**src/rtl/syst_pkg.sv**
```systemverilog
// Shared definitions for the systolic DFT array and its sample feeder:
// issue-decision encoding, frame-position counter width and the
// position-to-slot one-hot mapping (first sample of a frame -> MSB).
package syst_pkg;

    // Widest frame the one-hot helper can express.
    localparam int ONEHOT_MAX = 32;

    // Per-edge feeder decision.
    typedef enum logic [1:0] {
        MODE_IDLE,
        MODE_ISSUE,
        MODE_HOLD,
        MODE_STARVE
    } feed_mode_e;

    // Width of the frame-position counter (at least one bit).
    function automatic int pos_width(input int frame_len);
        return (frame_len <= 2) ? 1 : $clog2(frame_len);
    endfunction

    // Slot for frame position pos: position 0 maps to bit frame_len-1.
    function automatic logic [ONEHOT_MAX-1:0] pos2onehot(
        input logic [ONEHOT_MAX-1:0] pos,
        input logic [ONEHOT_MAX-1:0] frame_len
    );
        return ONEHOT_MAX'(1) << (frame_len - ONEHOT_MAX'(1) - pos);
    endfunction

endpackage

```
**src/rtl/syst_skid_fifo.sv**
```systemverilog
// Two-entry FIFO between the sample source and the feeder issue logic.
// Empty and ready (= not full) are registered; ready resets low so the
// source sees no acceptance until the first edge after reset release.
module syst_skid_fifo #(
    parameter int WIDTH = 16
) (
    input  logic             clk,
    input  logic             arst,
    input  logic             push,
    input  logic [WIDTH-1:0] wdata,
    input  logic             pop,
    output logic [WIDTH-1:0] rdata,
    output logic             empty,
    output logic             ready
);

    logic [WIDTH-1:0] mem_q [2];
    logic [WIDTH-1:0] mem_d [2];
    logic             wr_ptr_q, wr_ptr_d;
    logic             rd_ptr_q, rd_ptr_d;
    logic [1:0]       cnt_q, cnt_d;
    logic             empty_q, empty_d;
    logic             ready_q, ready_d;

    // Next pointers, occupancy and flags; push+pop together keeps occupancy.
    always_comb begin
        mem_d    = mem_q;
        wr_ptr_d = wr_ptr_q;
        rd_ptr_d = rd_ptr_q;
        cnt_d    = cnt_q;
        if (push) begin
            mem_d[wr_ptr_q] = wdata;
            wr_ptr_d        = ~wr_ptr_q;
        end
        if (pop) begin
            rd_ptr_d = ~rd_ptr_q;
        end
        case ({push, pop})
            2'b10:   cnt_d = cnt_q + 2'd1;
            2'b01:   cnt_d = cnt_q - 2'd1;
            default: cnt_d = cnt_q;
        endcase
        empty_d = (cnt_d == 2'd0);
        ready_d = (cnt_d != 2'd2);
    end

    // Control state with asynchronous reset.
    always_ff @(posedge clk or posedge arst) begin
        if (arst) begin
            wr_ptr_q <= 1'b0;
            rd_ptr_q <= 1'b0;
            cnt_q    <= 2'd0;
            empty_q  <= 1'b1;
            ready_q  <= 1'b0;
        end else begin
            wr_ptr_q <= wr_ptr_d;
            rd_ptr_q <= rd_ptr_d;
            cnt_q    <= cnt_d;
            empty_q  <= empty_d;
            ready_q  <= ready_d;
        end
    end

    // Storage needs no reset: contents are only read while non-empty.
    always_ff @(posedge clk) begin
        mem_q <= mem_d;
    end

    assign rdata = mem_q[rd_ptr_q];
    assign empty = empty_q;
    assign ready = ready_q;

endmodule

```
**src/rtl/syst_array_feeder.sv**
```systemverilog
// Transmit side of the systolic DFT array input interface. Buffers a
// valid/ready sample stream and places each sample in its frame slot on
// x / valid_x, dropping enable while held or starved mid-frame.
// Optional feature: define SYST_FEEDER_ALIGN_EN to carry s_last through the
// FIFO and flag/realign framing errors on align_err.
module syst_array_feeder
    import syst_pkg::*;
#(
    parameter int X_WIDTH      = 16,
    parameter int FRAME_LENGTH = 4
) (
    input  logic                      clk,
    input  logic                      arst,
    input  logic                      s_valid,
    output logic                      s_ready,
    input  logic signed [X_WIDTH-1:0] s_data,
    input  logic                      s_last,
    input  logic                      hold_i,
    output logic signed [X_WIDTH-1:0] x,
    output logic [FRAME_LENGTH-1:0]   valid_x,
    output logic                      enable,
    output logic                      frame_done,
    output logic                      align_err
);

    localparam int               POS_W    = pos_width(FRAME_LENGTH);
    localparam logic [POS_W-1:0] POS_LAST = POS_W'(FRAME_LENGTH - 1);

`ifdef SYST_FEEDER_ALIGN_EN
    localparam int FIFO_W = X_WIDTH + 1;
`else
    localparam int FIFO_W = X_WIDTH;
`endif

    logic                      push, pop, fifo_empty;
    logic [FIFO_W-1:0]         fifo_wdata, fifo_rdata;
    logic signed [X_WIDTH-1:0] head_data;
    feed_mode_e                mode;

    logic [POS_W-1:0]          pos_q, pos_d;
    logic signed [X_WIDTH-1:0] x_q, x_d;
    logic [FRAME_LENGTH-1:0]   valid_x_q, valid_x_d;
    logic                      enable_q, enable_d;
    logic                      frame_done_q, frame_done_d;
    logic                      align_err_q, align_err_d;

    assign push = s_valid && s_ready;

`ifdef SYST_FEEDER_ALIGN_EN
    logic head_last;
    assign fifo_wdata = {s_last, s_data};
    assign head_data  = $signed(fifo_rdata[X_WIDTH-1:0]);
    assign head_last  = fifo_rdata[X_WIDTH];
`else
    logic unused_s_last;
    assign unused_s_last = s_last;
    assign fifo_wdata    = s_data;
    assign head_data     = $signed(fifo_rdata);
`endif

    syst_skid_fifo #(
        .WIDTH (FIFO_W)
    ) u_fifo (
        .clk   (clk),
        .arst  (arst),
        .push  (push),
        .wdata (fifo_wdata),
        .pop   (pop),
        .rdata (fifo_rdata),
        .empty (fifo_empty),
        .ready (s_ready)
    );

    // Per-edge decision in priority order: issue, hold, starve, idle.
    always_comb begin
        mode = MODE_IDLE;
        if (!hold_i && !fifo_empty) begin
            mode = MODE_ISSUE;
        end else if (hold_i) begin
            mode = MODE_HOLD;
        end else if (pos_q != '0) begin
            mode = MODE_STARVE;
        end
    end

    assign pop = (mode == MODE_ISSUE);

    // Next output and position values for the chosen decision.
    always_comb begin
        pos_d        = pos_q;
        x_d          = x_q;
        valid_x_d    = valid_x_q;
        enable_d     = 1'b0;
        frame_done_d = 1'b0;
        align_err_d  = 1'b0;
        case (mode)
            MODE_ISSUE: begin
                x_d          = head_data;
                valid_x_d    = FRAME_LENGTH'(pos2onehot(ONEHOT_MAX'(pos_q),
                                                        ONEHOT_MAX'(FRAME_LENGTH)));
                enable_d     = 1'b1;
                frame_done_d = (pos_q == POS_LAST);
                pos_d        = (pos_q == POS_LAST) ? '0 : pos_q + POS_W'(1);
`ifdef SYST_FEEDER_ALIGN_EN
                // Early end-of-frame restarts the frame; a missing one only flags.
                if (head_last && (pos_q != POS_LAST)) begin
                    align_err_d = 1'b1;
                    pos_d       = '0;
                end else if (!head_last && (pos_q == POS_LAST)) begin
                    align_err_d = 1'b1;
                end
`endif
            end
            MODE_IDLE: begin
                enable_d  = 1'b1;
                valid_x_d = '0;
            end
            default: begin
                enable_d = 1'b0;
            end
        endcase
    end

    // Output and position registers; reset discards any partial frame.
    always_ff @(posedge clk or posedge arst) begin
        if (arst) begin
            pos_q        <= '0;
            x_q          <= '0;
            valid_x_q    <= '0;
            enable_q     <= 1'b0;
            frame_done_q <= 1'b0;
            align_err_q  <= 1'b0;
        end else begin
            pos_q        <= pos_d;
            x_q          <= x_d;
            valid_x_q    <= valid_x_d;
            enable_q     <= enable_d;
            frame_done_q <= frame_done_d;
            align_err_q  <= align_err_d;
        end
    end

    assign x          = x_q;
    assign valid_x    = valid_x_q;
    assign enable     = enable_q;
    assign frame_done = frame_done_q;
    assign align_err  = align_err_q;

endmodule

```
**config.mk**
```make
export PLATFORM = sky130hd
export DESIGN_NAME = syst_array_feeder
export DESIGN_NICKNAME = d
export VERILOG_FILES = /design/src/rtl/syst_pkg.sv /design/src/rtl/syst_skid_fifo.sv /design/src/rtl/syst_array_feeder.sv
export SDC_FILE = /design/constraint.sdc
export NUM_CORES = 1
export LEC_CHECK = 0
export BUFFER_PORTS_ARGS = -buffer_cell sky130_fd_sc_hd__buf_2
export CAP_MARGIN = 20
export CORE_ASPECT_RATIO = 0.7
export CORE_MARGIN = 4
export CORE_UTILIZATION = 43
export DETAILED_ROUTE_END_ITERATION = 10
export HOLD_SLACK_MARGIN = 0.1
export PLACE_DENSITY = 0.67
export SYNTH_ARGS = -nofsm -noshare
export SYNTH_HDL_FRONTEND = slang
export SYNTH_HIERARCHICAL = 1
export SYNTH_SLANG_ARGS = --single-unit
export TNS_END_PERCENT = 30
```
**constraint.sdc**
```tcl
create_clock -name clk -period 1.7 [get_ports clk]
set_input_delay 0.17 -clock clk [delete_from_list [all_inputs] [get_ports clk]]
set_output_delay 0.17 -clock clk [all_outputs]
set_load 0.005 [all_outputs]
```
==> results of run 1 <==
==> flip-flops by register name, summed over array words and instances, names as in the netlist, 2 cells and up, named ones only <==
signal / count
u_fifo/mem_q: 32
valid_x: 4
pos_q: 2
x: 16
==> final cells by class <==
class	count	area share [%]
clock buffers	11	4.188
clock inverters	5	0.8377
inverters	8	0.9573
multi-input cells	68	22.42
flip-flops and latches	62	54.61
well taps	72	2.872
repair buffers	67	14.12
==> what timing repair did <==
action,in CTS,in global routing
hold buffers,18,0
gates resized for setup,0,0
endpoints found under the hold margin,48,0
==> power breakdown <==
| part | switching (mW) | total [mW] | internal (mW) |
|---|---|---|---|
| Clock | 0.521 | 1.04 | 0.516 |
| Combinational | 0.680 | 1.64 | 0.959 |
| Sequential | 0.302 | 2.43 | 2.13 |
==> cell usage in the layout, fill, tap and decap left out, drive strengths merged <==
cell,instances
o21ai,3
clkinv,4
mux2,35
a21oi,1
dfstp,1
clkinvlp,1
dlygate4sd3,18
xor2,3
dfrtp,29
buf,49
a31oi,1
edfxtp,32
and2,3
clkbuf,11
ha,6
nor2,6
xnor2,3
nand2,5
inv,8
a22o,1
conb,1
==> logic make-up (layout without fill, tap and decap cells) <==
family                   Yosys count  count (layout)  share of synthesized area, %
flip-flops                        62              62                         68.18
multiplexers                      35              35                         18.53
AND/OR/NAND/NOR                   14              14                         2.689
buffers and inverters             14              91                         3.835
adder cells (fa/ha/maj)            6               6                         2.988
AO/OA/AOI/OAI                      6               6                         1.544
XOR/XNOR                           6               6                         2.092
other                              1               1                        0.1493
==> per-layer routing <==
layer	track usage (%)	up-vias	part of all wire [%]
li1	-	645	-
met1	15.26	650	43
met2	23.07	29	50
met3	6.436	10	5.6
met4	5.455	0	1.8
met5	0	-	0
==> stage by stage <==
step | hold slack (ns) | worst slack [ns] | power [mW]
2_1_floorplan | -0.03977 | 0.05697 | 3.571
3_3_place_gp | 0.1106 | 0.2546 | 3.986
3_5_place_dp | 0.1122 | 0.2100 | 4.090
4_1_cts | 0.2136 | 0.2047 | 5.178
5_1_grt | 0.2356 | 0.1095 | 5.439
6_report | 0.2437 | 0.2010 | 5.104
==> final timing paths <==
path	endpoint	cells past startpoint	start	slack, ns
setup / recovery	valid_x[2]	5	pos_q[0]	0.20
hold / removal	u_fifo/wr_ptr_q	3	s_valid	0.24
setup reg to reg	valid_x[2]	5	pos_q[0]	0.20
hold reg to reg	x[14]	1	x[14]	0.51
max in group asynchronous	x[13]	4	arst	0.78
min in group asynchronous	u_fifo/rd_ptr_q	3	arst	0.31
==> worst max-delay path, delay by kind of cell, from the launching register on <==
family | cells | cell delay (ns)
fa+ha+maj | 1 | 0.17
compound gates | 1 | 0.24
mux | 1 | 0.37
flops | 1 | 0.44
buf+inv | 2 | 0.17
==> impl_metrics.env, run 1 <==
export IMPL_worstPathMaxFanout=5
export IMPL_syn_avg_cell_area_sq_um=17.45
export IMPL_cp_cell_sequence="inv_1 > ha_1 > inv_1 > a21oi_2 > mux2_2"
export IMPL_yosys_area_top_type="edfxtp_1"
export IMPL_power_density_mw_per_mm2=1627
export IMPL_wl_per_cell_um=14.86
export IMPL_syn_nets=171
export IMPL_vias=1334
export IMPL_post_dp_hpwl_mm=3.019
export IMPL_synth_warnings=6
export IMPL_rsz0062_at_grt="false"
export IMPL_drt_first_iter_violations=59
export IMPL_rows=22
export IMPL_nets=243
export IMPL_yosysMostFrequentCell="edfxtp_1"
export IMPL_crit_path_top_delay_cell="dfrtp_1"
export IMPL_finClkSkew_ns=0.007247
export IMPL_drv_slew=0
export IMPL_post_cts_buffers=0
export IMPL_syn_to_final_growth_pct=24.85
export IMPL_tritoncts="yes"
export IMPL_io_buffers=42
export IMPL_vias_per_cell=4.553
export IMPL_critPathKind="reg -> reg"
export IMPL_die_w_um=99.36
export IMPL_min_delay_path_class="in -> reg"
export IMPL_gp_congestion=0.7162
export IMPL_seqCellArea_sq_mm=0.001713
export IMPL_synth_flop_cell="edfxtp_1"
export IMPL_diodes=0
export IMPL_wl_mm=4.355
export IMPL_endpoint_kind="flip-flop"
export IMPL_worst_ep_arrival_time_ns=1.72
export IMPL_status="finished clean"
export IMPL_drc=0
export IMPL_ys_types=23
export IMPL_root_buffer="clkbuf_8"
export IMPL_cts_buffer_depth=2
export IMPL_fillers=450
export IMPL_ys_ff_latch=62
export IMPL_multi_input_area_sq_um=703.2
export IMPL_final_area_sq_mm=0.003137
export IMPL_path_common_cell="inv_1"
export IMPL_drive_gt1_share_pct=43.89
export IMPL_postSynthCellCount=144
export IMPL_grt_pass1_wl_mm=7.245
export IMPL_maxCapViolCount=0
export IMPL_clk_latency_ns=0.34
export IMPL_critPathMaxStageDelay_ns=0.44
export IMPL_dp_cells=259
export IMPL_cts_buffers_inserted=9
export IMPL_synth_top_area_share_pct=38.25
export IMPL_ir_worst_vdd_v=0.0006453
export IMPL_clock_sinks=62
export IMPL_stdcell_count=293
export IMPL_final_antenna_net_count=0
export IMPL_hold_viol=0
export IMPL_grt_max_degree=24
export IMPL_setup_tns_ns=0
export IMPL_period_minus_slack_ns=1.499
export IMPL_startpoint_type="flip-flop"
export IMPL_antenna_found_initial=0
export IMPL_core_sq_mm=0.005450
export IMPL_ys_top_cells_by_area="edfxtp_1 38%, dfrtp_1 29%, mux2_4 11%"
export IMPL_grt_pass1_vias=1494
export IMPL_dpl_cell_area_sq_mm=0.002799
export IMPL_track_usage_pct=13.72
export IMPL_clkSlewWorstSetupHoldPaths_ns=0.06
export IMPL_p_leak_nw=1.382
export IMPL_overflow=0
export IMPL_worst_ep_required_time_ns=1.92
export IMPL_dr_pass1_iters=4
export IMPL_synth_seq_area_share_pct=68.18
export IMPL_fin_crit_sh_pct=88.18
export IMPL_clock_fmax_mhz=667.1
export IMPL_setup_viol=0
export IMPL_synth_commonest_cells="32 x edfxtp_1, 29 x dfrtp_1, 19 x mux2_4, 13 x mux2_2, 8 x inv_1"
export IMPL_htree_levels=3
export IMPL_synth_edf_count=32
export IMPL_initial_core_util_pct=46.10
export IMPL_die_area_sq_mm=0.007149
export IMPL_syn_area_sq_mm=0.002512
export IMPL_num_io_pins=45
export IMPL_die_h_um=71.96
export IMPL_ys_async_sr_fraction_pct=48.39
export IMPL_fin_util_pct=57.55
(Power assumes the default switching activity.)
==> run 2: changes to the inputs <==
Settings changed: PLACE_DENSITY 0.67 to not set.
Clock period 1.7 ns to 1.75 ns, I/O delays scaled along.
==> run 2 against run 1 <==
Net effect:
- flip-flop and latch count unchanged
- critical path type unchanged
- sequential power down 5%
- core utilization increased by 1.1 points
- non-clock buffer count increased by 2
- critical endpoint unchanged
- power grew 2.8%
==> impl_metrics.env, run 2 (same netlist as run 1, synthesis figures left out) <==
export IMPL_track_usage_pct=13.46
export IMPL_maxCapViolCount=0
export IMPL_drt_first_iter_violations=52
export IMPL_core_sq_mm=0.005450
export IMPL_setup_tns_ns=0
export IMPL_drive_gt1_share_pct=44.39
export IMPL_io_buffers=42
export IMPL_worstPathMaxFanout=5
export IMPL_grt_max_degree=15
export IMPL_post_dp_hpwl_mm=2.979
export IMPL_syn_to_final_growth_pct=27.34
export IMPL_diodes=0
export IMPL_gp_congestion=0.7021
export IMPL_nets=245
export IMPL_power_mw=5.248
export IMPL_top_register="u_fifo/mem_q"
export IMPL_power_density_mw_per_mm2=1640
export IMPL_htree_levels=3
export IMPL_wl_mm=4.231
export IMPL_switching_share_pct=27.47
export IMPL_overflow=0
export IMPL_dr_pass1_iters=4
export IMPL_worst_ep_required_time_ns=1.96
export IMPL_clk_latency_ns=0.33
export IMPL_p_leak_nw=1.416
export IMPL_drc=0
export IMPL_num_io_pins=45
export IMPL_status="finished clean"
export IMPL_rows=22
export IMPL_ctsHoldBuffers=18
export IMPL_initial_core_util_pct=46.10
export IMPL_tritoncts="yes"
export IMPL_clkSlewWorstSetupHoldPaths_ns=0.06
export IMPL_post_cts_buffers=0
export IMPL_critPathKind="reg -> reg"
export IMPL_cts_resized=0
export IMPL_drv_slew=0
export IMPL_switching_power_mw=1.442
export IMPL_root_buffer="clkbuf_8"
export IMPL_worst_ep_arrival_time_ns=1.73
export IMPL_finClkSkew_ns=0.006145
export IMPL_fin_crit_sh_pct=87.11
export IMPL_vias=1331
export IMPL_wl_per_cell_um=14.34
export IMPL_cts_buffers_inserted=9
export IMPL_place_ws_ns=0.2319
export IMPL_rsz0062_at_grt="false"
export IMPL_final_common_cell="buf_2"
export IMPL_setup_viol=0
export IMPL_seqPwrFrac_pct=44.2
export IMPL_largest_reg_flops=32
export IMPL_cts_buffer_depth=2
export IMPL_startpoint_type="flip-flop"
export IMPL_clock_sinks=62
export IMPL_final_antenna_net_count=0
export IMPL_ir_worst_vdd_v=0.0009532
export IMPL_clock_fmax_mhz=656.0
export IMPL_hold_viol=0
export IMPL_period_minus_slack_ns=1.524
export IMPL_antenna_found_initial=0
export IMPL_internal_power_mw=3.807
export IMPL_layout_common_cells="42 x buf_2, 32 x edfxtp_1, 29 x dfrtp_1, 19 x mux2_4, 18 x dlygate4sd3_1"
export IMPL_endpoint_kind="flip-flop"
export IMPL_min_delay_path_class="in -> reg"
export IMPL_die_area_sq_mm=0.007149
export IMPL_die_w_um=99.36
export IMPL_die_h_um=71.96
export IMPL_combPwrFrac_pct=31.3
export IMPL_grt_pass1_vias=1475
export IMPL_grt_pass1_wl_mm=7.293
export IMPL_vias_per_cell=4.512
export IMPL_timing_final_ws_setup_ns=0.2256
export IMPL_pwr_share_clk_pct=24.5
[run 2: critical path, cell delays in order, from the launching register on]
cell     delay (ns)
dfrtp_1        0.43
inv_1          0.12
ha_1           0.17
inv_1          0.05
a21oi_2        0.26
mux2_2         0.37
[run 2: worst paths after layout]
check,startpoint,endpoint,slack [ns],depth (start not counted)
worst max-delay path,pos_q[0],valid_x[2],0.23,5
worst min-delay path,s_valid,u_fifo/wr_ptr_q,0.25,3
worst max register to register,pos_q[0],valid_x[2],0.23,5
worst min register to register,u_fifo/wr_ptr_q,u_fifo/wr_ptr_q,0.49,1
max in group asynchronous,arst,valid_x[2],0.78,4
min in group asynchronous,arst,u_fifo/cnt_q[0],0.32,3
[run 2: area by class of cell]
cell class	count	area (sq um)
fillers	433	2251
repair buffers	69	457.9
flip-flops and latches	62	1713
inverters	8	30.03
clock buffers	11	131.4
clock inverters	5	73.82
multi-input cells	68	703.2
well taps	72	90.09
[run 2: metal layers]
metal | GRT usage, % | share of wire, %
met2 | 21.21 | 49
met4 | 5.455 | 0.59
met3 | 6.052 | 5.4
met5 | 0 | 0
met1 | 16.29 | 45
[run 2: stage by stage]
stage / hold slack [ns] / cells / util (%) / area, sq um
finish: 0.2465 / 295 / 58.70 / 3199
global route: 0.2451 / 295 / 58.70 / 3199
CTS: 0.2281 / 295 / 58.70 / 3199
detailed placement: 0.1246 / 261 / 51.63 / 2814
global placement: 0.1132 / 261 / 51.63 / 2814
floorplan: -0.03477 / 144 / - / 2512
[run 2: power groups by stage]
stage          clock network, mW  logic, mW  registers [mW]
3_5_place_dp                   0       1.62            2.35
5_1_grt                     1.40       1.80            2.38
2_1_floorplan                  0       1.15            2.32
4_1_cts                     1.33       1.67            2.33
6_report                    1.29       1.64            2.32
3_3_place_gp                   0       1.58            2.32
==> run 3: changes to the inputs <==
Settings changed: BUFFER_PORTS_ARGS -buffer_cell sky130_fd_sc_hd__buf_2 to not set, DONT_BUFFER_PORTS set to 1.
==> run 3 against run 2 <==
Net effect:
- register-to-register slack got worse by 0.02 ns
- sequential power is 4% higher
- die area is the same
- core utilization fell by 3.8 points
- critical endpoint is now valid_x[0]
- combinational power fell by 21%
- clock skew rose by 0.0025 ns
==> impl_metrics.env, run 3 (same netlist as run 1, synthesis figures left out) <==
export IMPL_switching_power_mw=1.393
export IMPL_grt_pass1_vias=1307
export IMPL_critPathKind="reg -> reg"
export IMPL_combPwrFrac_pct=25.9
export IMPL_post_cts_buffers=0
export IMPL_num_io_pins=45
export IMPL_clkSlewWorstSetupHoldPaths_ns=0.07
export IMPL_track_usage_pct=12.81
export IMPL_grt_pass1_wl_mm=6.741
export IMPL_pwr_share_clk_pct=25.9
export IMPL_dp_cells=219
export IMPL_initial_core_util_pct=46.10
export IMPL_drc=0
export IMPL_final_antenna_net_count=0
export IMPL_hold_viol=0
export IMPL_drive_gt1_share_pct=32.60
export IMPL_drv_slew=0
export IMPL_wl_mm=4.109
export IMPL_startpoint_type="flip-flop"
export IMPL_worst_ep_arrival_time_ns=1.75
export IMPL_htree_levels=3
export IMPL_stdcell_count=253
export IMPL_crit_path_top_delay_cell="dfrtp_1"
export IMPL_rows=22
export IMPL_setup_viol=0
export IMPL_crit_buf_inv=2
export IMPL_path_common_cell="inv_1"
export IMPL_clock_sinks=62
export IMPL_cp_cell_sequence="inv_1 > ha_1 > inv_1 > a21oi_2 > mux2_2"
export IMPL_clk_latency_ns=0.33
export IMPL_tritoncts="yes"
export IMPL_root_buffer="clkbuf_8"
export IMPL_vias_per_cell=4.711
export IMPL_fin_crit_sh_pct=88.13
export IMPL_p_leak_nw=1.248
export IMPL_die_area_sq_mm=0.007149
export IMPL_post_dp_hpwl_mm=2.926
export IMPL_finClkSkew_ns=0.008611
export IMPL_maxCapViolCount=0
export IMPL_critPathMaxStageDelay_ns=0.43
export IMPL_cts_buffers_inserted=9
export IMPL_io_buffers=0
export IMPL_gp_congestion=0.7046
export IMPL_grt_max_degree=15
export IMPL_ir_worst_vdd_v=0.0007053
export IMPL_internal_power_mw=3.635
export IMPL_rsz0062_at_grt="false"
export IMPL_largest_reg_flops=32
export IMPL_diodes=0
export IMPL_drt_first_iter_violations=23
export IMPL_final_common_cell="edfxtp_1"
export IMPL_seqPwrFrac_pct=48.2
export IMPL_core_sq_mm=0.005450
export IMPL_syn_to_final_growth_pct=19.12
export IMPL_status="finished clean"
export IMPL_setup_tns_ns=0
export IMPL_antenna_found_initial=0
export IMPL_dr_pass1_iters=4
export IMPL_worst_ep_required_time_ns=1.96
export IMPL_cts_buffer_depth=2
export IMPL_vias=1192
export IMPL_rrSetupSlack_ns=0.21
export IMPL_cp_top_family="flip-flops"
export IMPL_nets=203
export IMPL_endpoint_kind="flip-flop"
export IMPL_switching_share_pct=27.71
export IMPL_clock_fmax_mhz=648.4
export IMPL_period_minus_slack_ns=1.542
export IMPL_layout_common_cells="32 x edfxtp_1, 29 x dfrtp_1, 19 x mux2_4, 18 x dlygate4sd3_1, 13 x mux2_2"
export IMPL_wl_per_cell_um=16.24
export IMPL_die_h_um=71.96
export IMPL_min_delay_path_class="in -> reg"
export IMPL_worstPathMaxFanout=5
export IMPL_power_density_mw_per_mm2=1680
export IMPL_top_register="u_fifo/mem_q"
export IMPL_cts_resized=0
export IMPL_die_w_um=99.36
export IMPL_overflow=0
## run 3: cell count changes in the layout (fill, tap and decap cells not counted)
cell      before  now
clkinv_1       1    0
nor2_2         0    1
clkinv_2       2    3
buf_2         42    0
nor2_1         5    4
## run 3: metrics by stage
stage	power [mW]	hold WS, ns	area (sq um)	utilization [%]	worst slack [ns]
finish	5.028	0.1761	2993	54.91	0.2077
global route	5.357	0.1923	2993	54.91	0.05918
CTS	5.108	0.1578	2993	54.91	0.2121
detailed placement	3.749	-0.0004232	2606	47.82	0.2204
global placement	3.670	-0.01465	2606	47.82	0.2602
floorplan	3.469	-0.03477	2512	-	0.1070
## run 3: timing repair
action / in CTS / in global routing
hold buffers: 18 / 0
endpoints found under the hold margin: 50 / 0
endpoints found under the setup margin: 0 / 0
## run 3: area by class of cell
type | instances | area (sq um)
Tap cell | 72 | 90.09
Fill cell | 447 | 2457
Timing Repair Buffer | 27 | 247.7
Sequential cell | 62 | 1713
Clock inverter | 5 | 75.07
Inverter | 8 | 30.03
Multi-Input combinational cell | 68 | 705.7
Clock buffer | 11 | 131.4
## run 3: worst reg2reg max path, delay by kind of cell, from the launching register on
kind,cells,cell delay (ns)
AOI/OAI and AO/OA,1,0.27
buffers and inverters,2,0.17
adders and majority gates,1,0.18
DFF,1,0.43
muxes,1,0.38
## run 3: worst paths after layout
kind,start,end,cells past startpoint
max reg2reg,pos_q[0],valid_x[0],5
min,s_valid,u_fifo/wr_ptr_q,2
min reg2reg,u_fifo/wr_ptr_q,u_fifo/wr_ptr_q,1
min in group asynchronous,arst,asynchronous set/reset pin,2
max in group asynchronous,arst,x[14],3
max,pos_q[0],valid_x[0],5
## run 3: per-layer routing
metal / vias to the layer above / GRT usage, % / wire (um)
met1: 584 / 15.21 / 1801
met3: 4 / 5.572 / 244
met4: 0 / 5.455 / 54
met5: - / 0 / 0
met2: 31 / 20.54 / 2009
li1: 573 / - / -
## run 3: power by group through the flow
stage               registers, mW  logic [mW]  clock network [mW]
finish                       2.42        1.30                1.30
global route                 2.49        1.44                1.42
CTS                          2.45        1.32                1.34
detailed placement           2.47        1.28                   0
global placement             2.44        1.23                   0
floorplan                    2.32        1.15                   0
